===== config.mk =====
export PLATFORM = sky130hd
export DESIGN_NAME = regfile_wb_arbiter
export DESIGN_NICKNAME = d
export VERILOG_FILES = /design/src/rtl/regfile_wb_arbiter_pkg.sv /design/src/rtl/regfile_wb_arbiter_rr_arbiter.sv /design/src/rtl/regfile_wb_arbiter.sv
export SDC_FILE = /design/constraint.sdc
export NUM_CORES = 1
export LEC_CHECK = 0
export ABC_CLOCK_PERIOD_IN_PS = 5500
export CORE_UTILIZATION = 49
export DETAILED_ROUTE_END_ITERATION = 12
export GPL_ROUTABILITY_DRIVEN = 0
export PLACE_DENSITY_LB_ADDON = 0.15
export SLEW_MARGIN = 25
export SYNTH_ARGS = -nofsm -noshare
export SYNTH_HDL_FRONTEND = slang
export SYNTH_SLANG_ARGS = --single-unit

===== constraint.sdc =====
create_clock -name clk -period 5.5 [get_ports clk]
set_input_delay 1.375 -clock clk [delete_from_list [all_inputs] [get_ports clk]]
set_output_delay 1.375 -clock clk [all_outputs]
set_load 0.02 [all_outputs]

===== src/rtl/regfile_wb_arbiter_pkg.sv =====
// Shared definitions for the register-file writeback arbiter: source
// identities, source count, register address width and age-tag width.
package regfile_wb_arbiter_pkg;

  typedef enum logic [1:0] {
    SRC_ALU   = 2'd0,
    SRC_MEM   = 2'd1,
    SRC_MUL   = 2'd2,
    SRC_ADDIE = 2'd3
  } src_e;

  localparam int WB_NSRC = 4;
  localparam int WB_AW   = 5;
  // An entry lives far fewer than 2**WB_TAGW acceptance cycles, so modular
  // tag distances from the running sequence counter never alias.
  localparam int WB_TAGW = 6;

  // True when tag a was issued strictly before tag b, judged by distance
  // back from the current sequence value.
  function automatic logic tag_older(input logic [WB_TAGW-1:0] seq,
                                     input logic [WB_TAGW-1:0] a,
                                     input logic [WB_TAGW-1:0] b);
    logic [WB_TAGW-1:0] age_a;
    logic [WB_TAGW-1:0] age_b;
    age_a = seq - a;
    age_b = seq - b;
    return age_a > age_b;
  endfunction

endpackage


===== src/rtl/regfile_wb_arbiter_rr_arbiter.sv =====
// Round-robin grant: searches requests starting at the pointer, pointer
// moves to the slot after the winner whenever a grant is taken.
module rr_arbiter #(
  parameter int NREQ = 4,
  localparam int PW = (NREQ > 1) ? $clog2(NREQ) : 1
) (
  input  logic            clk,
  input  logic            rst_n,
  input  logic [NREQ-1:0] i_req,
  input  logic            i_ptr_upd,
  output logic [NREQ-1:0] o_gnt,
  output logic [PW-1:0]   o_gnt_idx,
  output logic            o_gnt_vld
);

  logic [PW-1:0] r_ptr;

  // First requester at or after the pointer, wrapping around.
  always_comb begin
    int idx;
    idx       = 0;
    o_gnt     = '0;
    o_gnt_idx = '0;
    o_gnt_vld = 1'b0;
    for (int k = 0; k < NREQ; k++) begin
      idx = int'(r_ptr) + k;
      if (idx >= NREQ) idx = idx - NREQ;
      if (!o_gnt_vld && i_req[idx]) begin
        o_gnt[idx] = 1'b1;
        o_gnt_idx  = PW'(idx);
        o_gnt_vld  = 1'b1;
      end
    end
  end

  // Pointer holds on idle cycles, otherwise points just past the winner.
  always_ff @(posedge clk or negedge rst_n) begin
    if (!rst_n) begin
      r_ptr <= '0;
    end else if (i_ptr_upd && o_gnt_vld) begin
      r_ptr <= (o_gnt_idx == PW'(NREQ - 1)) ? '0 : o_gnt_idx + 1'b1;
    end
  end

endmodule


===== src/rtl/regfile_wb_arbiter.sv =====
// Writeback arbiter: one holding register per source, age-ordered per
// destination register, round-robin among eligible entries, one registered
// write per cycle. Out-of-range destinations are dropped and flagged.
module regfile_wb_arbiter
  import regfile_wb_arbiter_pkg::*;
#(
  parameter int N     = 32,
  parameter int Depth = 16,
  parameter int NSRC  = WB_NSRC
) (
  input  logic                  clk,
  input  logic                  rst_n,
  input  logic [NSRC-1:0]       i_src_valid,
  output logic [NSRC-1:0]       o_src_ready,
  input  logic [NSRC*WB_AW-1:0] i_src_addr,
  input  logic [NSRC*N-1:0]     i_src_data,
  output logic                  o_wr_en,
  output logic [WB_AW-1:0]      o_wr_addr,
  output logic [N-1:0]          o_wr_data,
  output logic [Depth-1:0]      o_busy_mask,
  output logic                  o_addr_err,
  input  logic                  i_err_clr
);

  localparam int PW = (NSRC > 1) ? $clog2(NSRC) : 1;

  logic [NSRC-1:0]    r_hv;
  logic [WB_AW-1:0]   r_ha [NSRC];
  logic [N-1:0]       r_hd [NSRC];
  logic [WB_TAGW-1:0] r_ht [NSRC];
  logic [WB_TAGW-1:0] r_seq;

  logic               r_wr_en;
  logic [WB_AW-1:0]   r_wr_addr;
  logic [N-1:0]       r_wr_data;
  logic               r_addr_err;

  logic [WB_AW-1:0]   w_addr [NSRC];
  logic [NSRC-1:0]    w_bad;
  logic [NSRC-1:0]    w_ready;
  logic [NSRC-1:0]    w_acc;
  logic [NSRC-1:0]    w_load;
  logic [NSRC-1:0]    w_elig;
  logic [NSRC-1:0]    w_gnt;
  logic [PW-1:0]      w_gnt_idx;
  logic               w_gnt_vld;
  logic [Depth-1:0]   w_busy;

  // Unpack per-source addresses and flag destinations beyond the file.
  always_comb begin
    for (int i = 0; i < NSRC; i++) begin
      w_addr[i] = i_src_addr[i*WB_AW +: WB_AW];
      w_bad[i]  = (32'(w_addr[i]) >= Depth);
    end
  end

  // A slot can take a new request if empty or being granted this cycle.
  assign w_ready = ~r_hv | w_gnt;
  assign w_acc   = i_src_valid & w_ready;
  assign w_load  = w_acc & ~w_bad;

  // An entry may compete only if no older entry targets the same register;
  // equal tags (same-cycle acceptance) both compete and round-robin decides.
  always_comb begin
    for (int i = 0; i < NSRC; i++) begin
      w_elig[i] = r_hv[i];
      for (int j = 0; j < NSRC; j++) begin
        if (j != i && r_hv[j] && r_ha[j] == r_ha[i] &&
            tag_older(r_seq, r_ht[j], r_ht[i])) begin
          w_elig[i] = 1'b0;
        end
      end
    end
  end

  rr_arbiter #(.NREQ(NSRC)) u_rr (
    .clk       (clk),
    .rst_n     (rst_n),
    .i_req     (w_elig),
    .i_ptr_upd (1'b1),
    .o_gnt     (w_gnt),
    .o_gnt_idx (w_gnt_idx),
    .o_gnt_vld (w_gnt_vld)
  );

  // Holding registers: load on accept (wins over a same-cycle grant), free on grant.
  always_ff @(posedge clk or negedge rst_n) begin
    if (!rst_n) begin
      r_hv  <= '0;
      r_seq <= '0;
      for (int i = 0; i < NSRC; i++) begin
        r_ha[i] <= '0;
        r_hd[i] <= '0;
        r_ht[i] <= '0;
      end
    end else begin
      if (|w_load) r_seq <= r_seq + 1'b1;
      for (int i = 0; i < NSRC; i++) begin
        if (w_load[i]) begin
          r_hv[i] <= 1'b1;
          r_ha[i] <= w_addr[i];
          r_hd[i] <= i_src_data[i*N +: N];
          r_ht[i] <= r_seq;
        end else if (w_gnt[i]) begin
          r_hv[i] <= 1'b0;
        end
      end
    end
  end

  // Output stage: the granted entry appears on the write port next cycle.
  always_ff @(posedge clk or negedge rst_n) begin
    if (!rst_n) begin
      r_wr_en   <= 1'b0;
      r_wr_addr <= '0;
      r_wr_data <= '0;
    end else begin
      r_wr_en <= w_gnt_vld;
      if (w_gnt_vld) begin
        r_wr_addr <= r_ha[w_gnt_idx];
        r_wr_data <= r_hd[w_gnt_idx];
      end
    end
  end

  // Sticky address error; a new error beats a simultaneous clear.
  always_ff @(posedge clk or negedge rst_n) begin
    if (!rst_n) begin
      r_addr_err <= 1'b0;
    end else if (|(w_acc & w_bad)) begin
      r_addr_err <= 1'b1;
    end else if (i_err_clr) begin
      r_addr_err <= 1'b0;
    end
  end

  // Busy bits from occupied holding registers plus the pending write.
  always_comb begin
    for (int r = 0; r < Depth; r++) begin
      w_busy[r] = r_wr_en && (r_wr_addr == WB_AW'(r));
      for (int i = 0; i < NSRC; i++) begin
        if (r_hv[i] && r_ha[i] == WB_AW'(r)) w_busy[r] = 1'b1;
      end
    end
  end

  assign o_src_ready = w_ready;
  assign o_wr_en     = r_wr_en;
  assign o_wr_addr   = r_wr_addr;
  assign o_wr_data   = r_wr_data;
  assign o_busy_mask = w_busy;
  assign o_addr_err  = r_addr_err;

endmodule


# After elaboration in Yosys (flattened, before gate mapping)
# Cells that the tools add are included.
# Widths: inputs -> output; s select.
# word_totals
register_bits	223
in_bits	155
wordCells	417
# op_classes
addsub	13
order_cmp	29
eq_ne	88
muxes	129
n_bitwise	10
reduce_logical	126
# ops
operator	n
$eq 5x4->1 const B	40
$mux 32	6
$ge 32x1->1 const B	4
$lt 32x4->1 const B	4
$logic_and 1x1->1	111
$mux 1	102
$eq 5x3->1 const B	20
$ge 32x4->1 const B	3
$sub 32x4->32 const B	3
$gt 6x6->1	12
$bmux 32 s2	1
$eq 5x5->1	12
$eq 5x2->1 const B	10
$eq 5x1->1 const B	5
$logic_not 5->1	5
$sub 6x6->6	4
$ge 5x5->1 const B	4
$mux 4	4
$or 4x4->4	4
$and 4x4->4	3
$bmux 5 s2	1
$mux 2	5
$mux 5	2
$reduce_bool 2->1	5
14 further kinds	25

# Depth between registers and ports, before layout
# Gate-level depths: netlist of the first run.
# logic_depth
depth_word	24
ltp_mapped	24
ltp_nobuf	21

# Hierarchy
# A second synthesis of the first run with hierarchy kept.
# unflattened
hier_cells	1039
area_unflattened_um2	12502.0
# by_module_without_submodules
mod	instances	cells_per_inst	area_per_inst_um2	seq_area_each_um2
regfile_wb_arbiter	1	984	11964.0	5530.3
rr_arbiter	1	55	538.0	50.0

# Worst setup path before layout of the first run
# Ideal clock, no wire load.
# synth_timing
path_type	reg-to-output
startpoint	register r_seq[0]
endpoint	output port o_src_ready[2]
t_arrival_ns	4.707
path_slack_ns	-0.582
stages_incl_launch_ff	21
path_cell_list	dfrtp_1 > inv_1 > ha_1 > inv_1 > fa_1 > a21o_1 > a21oi_1 > xor2_1 > inv_1 > ha_1 > nand3_1 > a21oi_1 > a211oi_1 > nor2_1 > maj3_1 > and3_1 > clkbuf_1 > or2_1 > mux4_2 > o211ai_1 > nand4_1
# synth_via
elab_chain_len	20
# synth_lines
element	line_no	source
start: declaration	regfile_wb_arbiter.sv:31	logic [WB_TAGW-1:0] r_seq;
start signal: assignment	regfile_wb_arbiter.sv:97	if (|w_load) r_seq <= r_seq + 1'b1;
$sub 6x6->6 (on tied branches)	--	
$gt 6x6->1	regfile_wb_arbiter_pkg.sv:27	return age_a > age_b;
$logic_and 1x1->1	regfile_wb_arbiter.sv:68	if (j != i && r_hv[j] && r_ha[j] == r_ha[i] &&
$mux 1 (3 in a row)	regfile_wb_arbiter.sv:68	
$bmux 1 s2	regfile_wb_arbiter_rr_arbiter.sv:28	if (!o_gnt_vld && i_req[idx]) begin
$mux 1 (implied by the code) (2 in a row)	regfile_wb_arbiter_rr_arbiter.sv:28	
$mux 1	regfile_wb_arbiter_rr_arbiter.sv:28	
$logic_not 1->1	regfile_wb_arbiter_rr_arbiter.sv:28	
$logic_and 1x1->1	regfile_wb_arbiter_rr_arbiter.sv:28	
$mux 1	regfile_wb_arbiter_rr_arbiter.sv:28	
$logic_not 1->1	regfile_wb_arbiter_rr_arbiter.sv:28	
$logic_and 1x1->1	regfile_wb_arbiter_rr_arbiter.sv:28	
$mux 1	regfile_wb_arbiter_rr_arbiter.sv:28	
$logic_not 1->1	regfile_wb_arbiter_rr_arbiter.sv:28	
$logic_and 1x1->1	regfile_wb_arbiter_rr_arbiter.sv:28	
$mux 4 *	regfile_wb_arbiter_rr_arbiter.sv:28	
$or 4x4->4 *	regfile_wb_arbiter.sv:58	assign w_ready = ~r_hv | w_gnt;
end: declaration	regfile_wb_arbiter.sv:14	output logic [NSRC-1:0] o_src_ready,
# Mark *: on every way between the ends. The rest lies on a longest branch, timed or not. The select of a mux whose other input is x is not followed.

# Worst setup path after layout of the first run
# Same ends and word-level chain as after synthesis.

==> results of run 1 <==
==> timing repair <==
item	4_1_cts	5_1_grt
setup endpoints to repair	16	196
gates resized for setup	55	44
cloned	0	1
pin swaps	23	34
setup buffers	12	21
==> per-layer routing <==
metal  global-route usage  part of all wire  up-vias
met5                    0           0.00033        -
met4               0.0597             0.017        2
met3               0.0646             0.076       59
met2                0.440              0.48      368
met1                0.356              0.43     5320
li1                     -                 -     5044
==> layout by cell type (no fill, tap or decap), drive strengths merged, types with 7 or more instances in the layout <==
cell	n
a21oi	23
xnor2	27
nor2	33
clkdlybuf4s50	208
dfrtp	223
inv	46
ha	54
o21ai	72
and3	7
xor2	22
nor2b	25
maj3	17
nand3	34
nor3	11
a32o	7
buf	179
and2	17
a22oi	21
nand4	12
nand2	102
mux2i	74
clkbuf	41
o21a	7
mux2	189
==> per-stage QoR <==
stage / util / worst slack, ps / hold WS, ps / setup TNS [ps]
after floorplan: - / -205 / 480 / -614
after global placement: 0.635 / -682 / 461 / -2670
after detailed placement: 0.635 / -755 / 473 / -2920
after CTS: 0.674 / -752 / 486 / -2960
after global routing: 0.689 / -1000 / 508 / -10010
final: 0.689 / -832 / 483 / -3230
==> Yosys cell counts (all sizes together) (11+ instances only) <==
| cell | count |
|---|---|
| dfrtp | 223 |
| mux2 | 189 |
| nand2 | 102 |
| mux2i | 74 |
| o21ai | 72 |
| ha | 54 |
| inv | 46 |
| clkbuf | 41 |
| nand3 | 34 |
| nor2 | 33 |
| buf | 28 |
| xnor2 | 27 |
| nor2b | 25 |
| a21oi | 23 |
| xor2 | 22 |
| a22oi | 21 |
| and2 | 17 |
| maj3 | 17 |
| nand4 | 12 |
| nor3 | 11 |
==> cell families after synthesis <==
group                      Yosys count  synth area share
and+or+nand+nor                    264            0.0975
xor gates and xnor gates            49            0.0332
AOI/OAI and AO/OA                  208             0.112
muxes                              267             0.225
DFF                                223             0.424
buffers and inverters              115            0.0371
adders and majority gates           75            0.0705
==> flip-flops by register name (all words and copies together) (netlist names) <==
register,flops
o_wr_addr,5
r_ht,24
o_addr_err,1
o_wr_data,32
o_wr_en,1
r_hv,4
r_hd,128
u_rr.r_ptr,2
r_ha,20
r_seq,6
==> cell type report <==
cell class / count / area share
Clock inverter: 3 / 0.00360
Sequential cell: 223 / 0.309
Multi-Input combinational cell: 863 / 0.413
Timing Repair Buffer: 388 / 0.201
Antenna cell: 2 / 0.000277
Tap cell: 335 / 0.0232
Inverter: 46 / 0.00956
Clock buffer: 40 / 0.0400
==> how the worst max path moves through the flow <==
stage	startpoint	to	cells past startpoint	slack (ps)
2_1_floorplan	r_seq[1]	o_src_ready[2]	16	-200
3_3_place_gp	r_seq[1]	o_src_ready[1]	17	-680
3_5_place_dp	r_seq[1]	o_src_ready[2]	17	-750
4_1_cts	r_seq[0]	o_src_ready[2]	18	-750
5_1_grt	r_seq[0]	o_src_ready[1]	21	-1000
6_report	r_seq[0]	o_src_ready[2]	18	-830
==> worst max-delay path, cell delays in order (launching register included) <==
cell and delay, ps:
dfrtp_2 400, inv_2 80, buf_6 120, ha_4 130, inv_2 40, fa_2 400
xor2_2 170, ha_1 270, and2_4 140, o21ai_2 50, and2_1 140, maj3_2 300
maj3_2 290, a2111o_1 490, or2_4 280, mux4_2 510, o211ai_1 150, nand4_1 250
buf_6 210
==> impl_metrics.csv, run 1 <==
group,metric,value,unit
setup_path,worst-setup-path-type,"register to output port",
synth,synthCells,1201,
synth,async_flop_share,1.00,
final_layout,syn_to_final_growth,37.4,%
timing,fin_crit,6330,ps
synth,seq_area_frac_synth,0.424,
floorplanning,ios,214,
cts,cts-root-buf,"clkbuf_16",
synth,synth-edff-count,0,
synth,avgSynthCellArea,10.9,µm²
final_layout,stdcell_area,18100,µm²
timing,tightest_slew,1000,ps
final_layout,seq_area,5580,µm²
timing,finalSetupViolations,14,
placement,placed_area,16600,µm²
global_routing,antenna_found_initial,5,
setup_path,worst_ep_required_time,4120,ps
synth,ys_dominant_reg_cell,"dfrtp_1",
final_layout,drive_gt1_frac,0.303,
global_routing,gr-usage-all-layers,0.267,
hold_path,hold_path.class,"register to register",
setup_path,r2r_slack,-20,ps
setup_path,endpoint_kind,"output port",
global_routing,grt_first_pass_wirelength,59.0,mm
cts,cts_buffers,24,
floorplanning,initial_core_util,0.502,
status,violations,"design-rule violations, negative setup slack",
floorplanning,core_area,26200,µm²
floorplanning,rows,59,
timing,grt_setup_unrepaired,"true",
setup_path,rr_startpoint,"r_seq[1]",
synth,netlist_area,13100,µm²
floorplanning,die_area,27500,µm²
timing,finalHoldViolCount,0,
timing,clock_skew,20.3,ps
synth,synth_area_leaders,"dfrtp_1, mux2_2, mux2i_1",
hold_path,hp-start,"o_wr_data[4]",
global_routing,grt_overflow,0,
cts,path_clk_slew,60,ps
floorplanning,die-width,166,µm
placement,hpwlAfterDp,26.3,mm
timing,fin_crit_sh,1.15,
cts,cts_tree,"done",
drt,wire_per_inst,19.3,µm
floorplanning,die_h,166,µm
global_routing,grt_max_degree,112,
drt,drt-total-wl,36.7,mm
status,status,"complete, but fails checks",
setup_path,timing.rr.end,"r_hd[44]",
final_layout,final_nets,1759,
synth,yosysTopAreaCell,"dfrtp_1",
synth,synth_cell_types,73,
setup_path,reg2regPathDepth,22,
drt,route.vias.total,10800,
cts,clk_latency,510,ps
synth,synth-seq-cells,223,
drt,remaining_drc_errors,1,
placement,dp.cells,1821,
hold_path,min_to,"o_wr_data[4]",
final_layout,multiInputGateArea,7460,µm²
run,drv_cap,0,
drt,antenna_left,0,
final_layout,fillers,1976,
hold_path,min_path_cells,2,
timing,fmax,158,MHz
timing,layout_setup_ws,-832,ps
cts,h-tree-depth,1,
cts,clock-sinks,223,
setup_path,crit_arrival,4960,ps
global_routing,first_global_vias,11000,
placement,io_buffers,213,
drt,drt_first_pass_iters,9,
cts,clock_path_buffers,3,
setup_path,start_kind,"register",
cts,cts_hold_buf,0,
synth,yosys_warnings,0,
final_layout,fin_cells,1900,
timing,slew_violations,0,
synth,netlist.area_leader.share,0.424,
drt,via_per_inst,5.68,
timing,relSlewSlack,0.322,
setup_path,cp_max_fo,4,
drt,drtIter0Drc,866,
synth,syn_nets,1414,
Power of run 1 is not shown: default switching activity piles up to over one toggle a cycle in this logic, so the estimate is an artifact.
==> inputs of run 2 (changes only) <==
Settings changed: RECOVER_POWER set to 25.
==> impl_metrics.csv, run 2 (synthesis gave the netlist of run 1 again) <==
group,metric,value,unit
status,status,"complete, but fails checks",
status,violations,"design-rule violations, max-capacitance violations, max-slew violations, negative setup slack",
cts,clk_latency,510,ps
timing,fmax,158,MHz
setup_path,crit_family,"adder cells",
setup_path,crit_arrival,4960,ps
placement,io_buffers,213,
global_routing,grt_overflow,0,
drt,via_per_inst,5.67,
cts,clock-sinks,223,
timing,grt_setup_unrepaired,"true",
cts,cts_hold_buf,0,
timing,clock_skew,19.6,ps
drt,route.vias.total,10800,
setup_path,cp_max_fo,4,
drt,drt_first_pass_iters,9,
floorplanning,initial_core_util,0.502,
timing,finalHoldViolCount,0,
timing,whs,483,ps
final_layout,drive_gt1_frac,0.303,
final_layout,stdcell_area,18100,µm²
drt,antenna_left,0,
hold_path,hold_path.class,"register to register",
setup_path,max_stage_delay,510,ps
setup_path,worst-setup-path-type,"register to output port",
global_routing,grt_max_degree,112,
cts,clock_path_buffers,3,
cts,h-tree-depth,1,
cts,cts_buffers,24,
drt,drt-total-wl,36.6,mm
floorplanning,die-width,166,µm
setup_path,endpoint_kind,"output port",
final_layout,syn_to_final_growth,37.3,%
final_layout,largest_reg_flops,128,
final_layout,fillers,1978,
setup_path,path_buf_inv,4,
setup_path,path_cells,"inv_2 -> buf_6 -> ha_4 -> inv_2 -> fa_2 -> xor2_2 -> ha_1 -> and2_4 -> o21ai_2 -> and2_1 -> maj3_2 -> maj3_2 -> a2111o_1 -> or2_4 -> mux4_2 -> o211ai_1 -> nand4_1 -> buf_6",
cts,cts_tree,"done",
final_layout,multiInputGateArea,7460,µm²
timing,tightest_slew,2870,ps
global_routing,grt_first_pass_wirelength,59.0,mm
placement,placed_area,16600,µm²
final_layout,mostFrequentLayoutCell,"dfrtp_1",
final_layout,final_cell_mix,"dfrtp_1, clkdlybuf4s50_1, mux2_2",
final_layout,regMostFlops,"r_hd",
drt,remaining_drc_errors,1,
final_layout,final_nets,1759,
final_layout,seq_area,5580,µm²
floorplanning,core_area,26200,µm²
timing,fin_crit_sh,1.15,
floorplanning,ios,214,
run,drv_cap,1,
drt,drtIter0Drc,867,
placement,hpwlAfterDp,26.3,mm
timing,fin_crit,6330,ps
drt,wire_per_inst,19.3,µm
timing,slew_violations,112,
timing,finalSetupViolations,11,
cts,path_clk_slew,60,ps
cts,cts-root-buf,"clkbuf_16",
timing,relSlewSlack,-0.912,
setup_path,cp_slowest_cell,"mux4_2",
setup_path,worst_ep_required_time,4120,ps
setup_path,start_kind,"register",
timing,layout_setup_ws,-833,ps
floorplanning,die_area,27500,µm²
floorplanning,rows,59,
global_routing,gr-usage-all-layers,0.267,
global_routing,first_global_vias,11000,
global_routing,antenna_found_initial,5,
floorplanning,die_h,166,µm
-- run 2: changes by cell type in the layout (fill, tap and decap cells not counted), sizes merged --
cell    change
buf         -2
clkbuf      +2
-- run 2: repair_timing --
action,in CTS,in global routing
cloned,0,1
gates resized for setup,55,44
hold endpoints to repair,0,0
setup endpoints to repair,16,196
pin swaps,23,34
buffers inserted,12,21
-- run 2: area by class of cell --
class | count | share of cell area
flip-flops and latches | 223 | 0.309
inverters | 46 | 0.00956
multi-input cells | 863 | 0.413
diodes | 2 | 0.000277
clock buffers | 40 | 0.0400
repair buffers | 388 | 0.201
well taps | 335 | 0.0232
clock inverters | 3 | 0.00360
-- run 2: path summary, 6_finish.rpt --
| path | startpoint | end | slack, ps | cells after the start |
|---|---|---|---|---|
| max | r_seq[0] | o_src_ready[2] | -830 | 18 |
| min | o_wr_data[4] | o_wr_data[4] | 480 | 2 |
| max reg2reg | r_seq[1] | r_hd[44] | -10 | 22 |
| min reg2reg | o_wr_data[4] | o_wr_data[4] | 480 | 2 |
| max in group asynchronous | rst_n | r_hd[57] | 1600 | 2 |
| min in group asynchronous | rst_n | r_ht[1] | 1710 | 1 |
-- run 2: stage by stage --
stage	worst slack [ps]	TNS [ps]	util	cells
floorplan	-205	-614	-	1201
global placement	-682	-2670	0.635	1821
detailed placement	-755	-2920	0.635	1821
CTS	-752	-2960	0.674	1876
global route	-1000	-10010	0.689	1900
finish	-833	-3210	0.689	1900
-- run 2: tightest hold or removal path, stage by stage, from the launching register on --
cell     delay [ps]
dfrtp_1         340
nand2_1          50
o21ai_0          60
-- run 2: routing by layer --
layer  global-route usage  routed length (µm)  vias up
li1                     -                   -     5042
met1                0.356               15700     5310
met2                0.440               17500      367
met3               0.0646                2770       57
met4               0.0597                 625        2
met5                    0                  12        -
Power of run 2 is left out for the same reason.
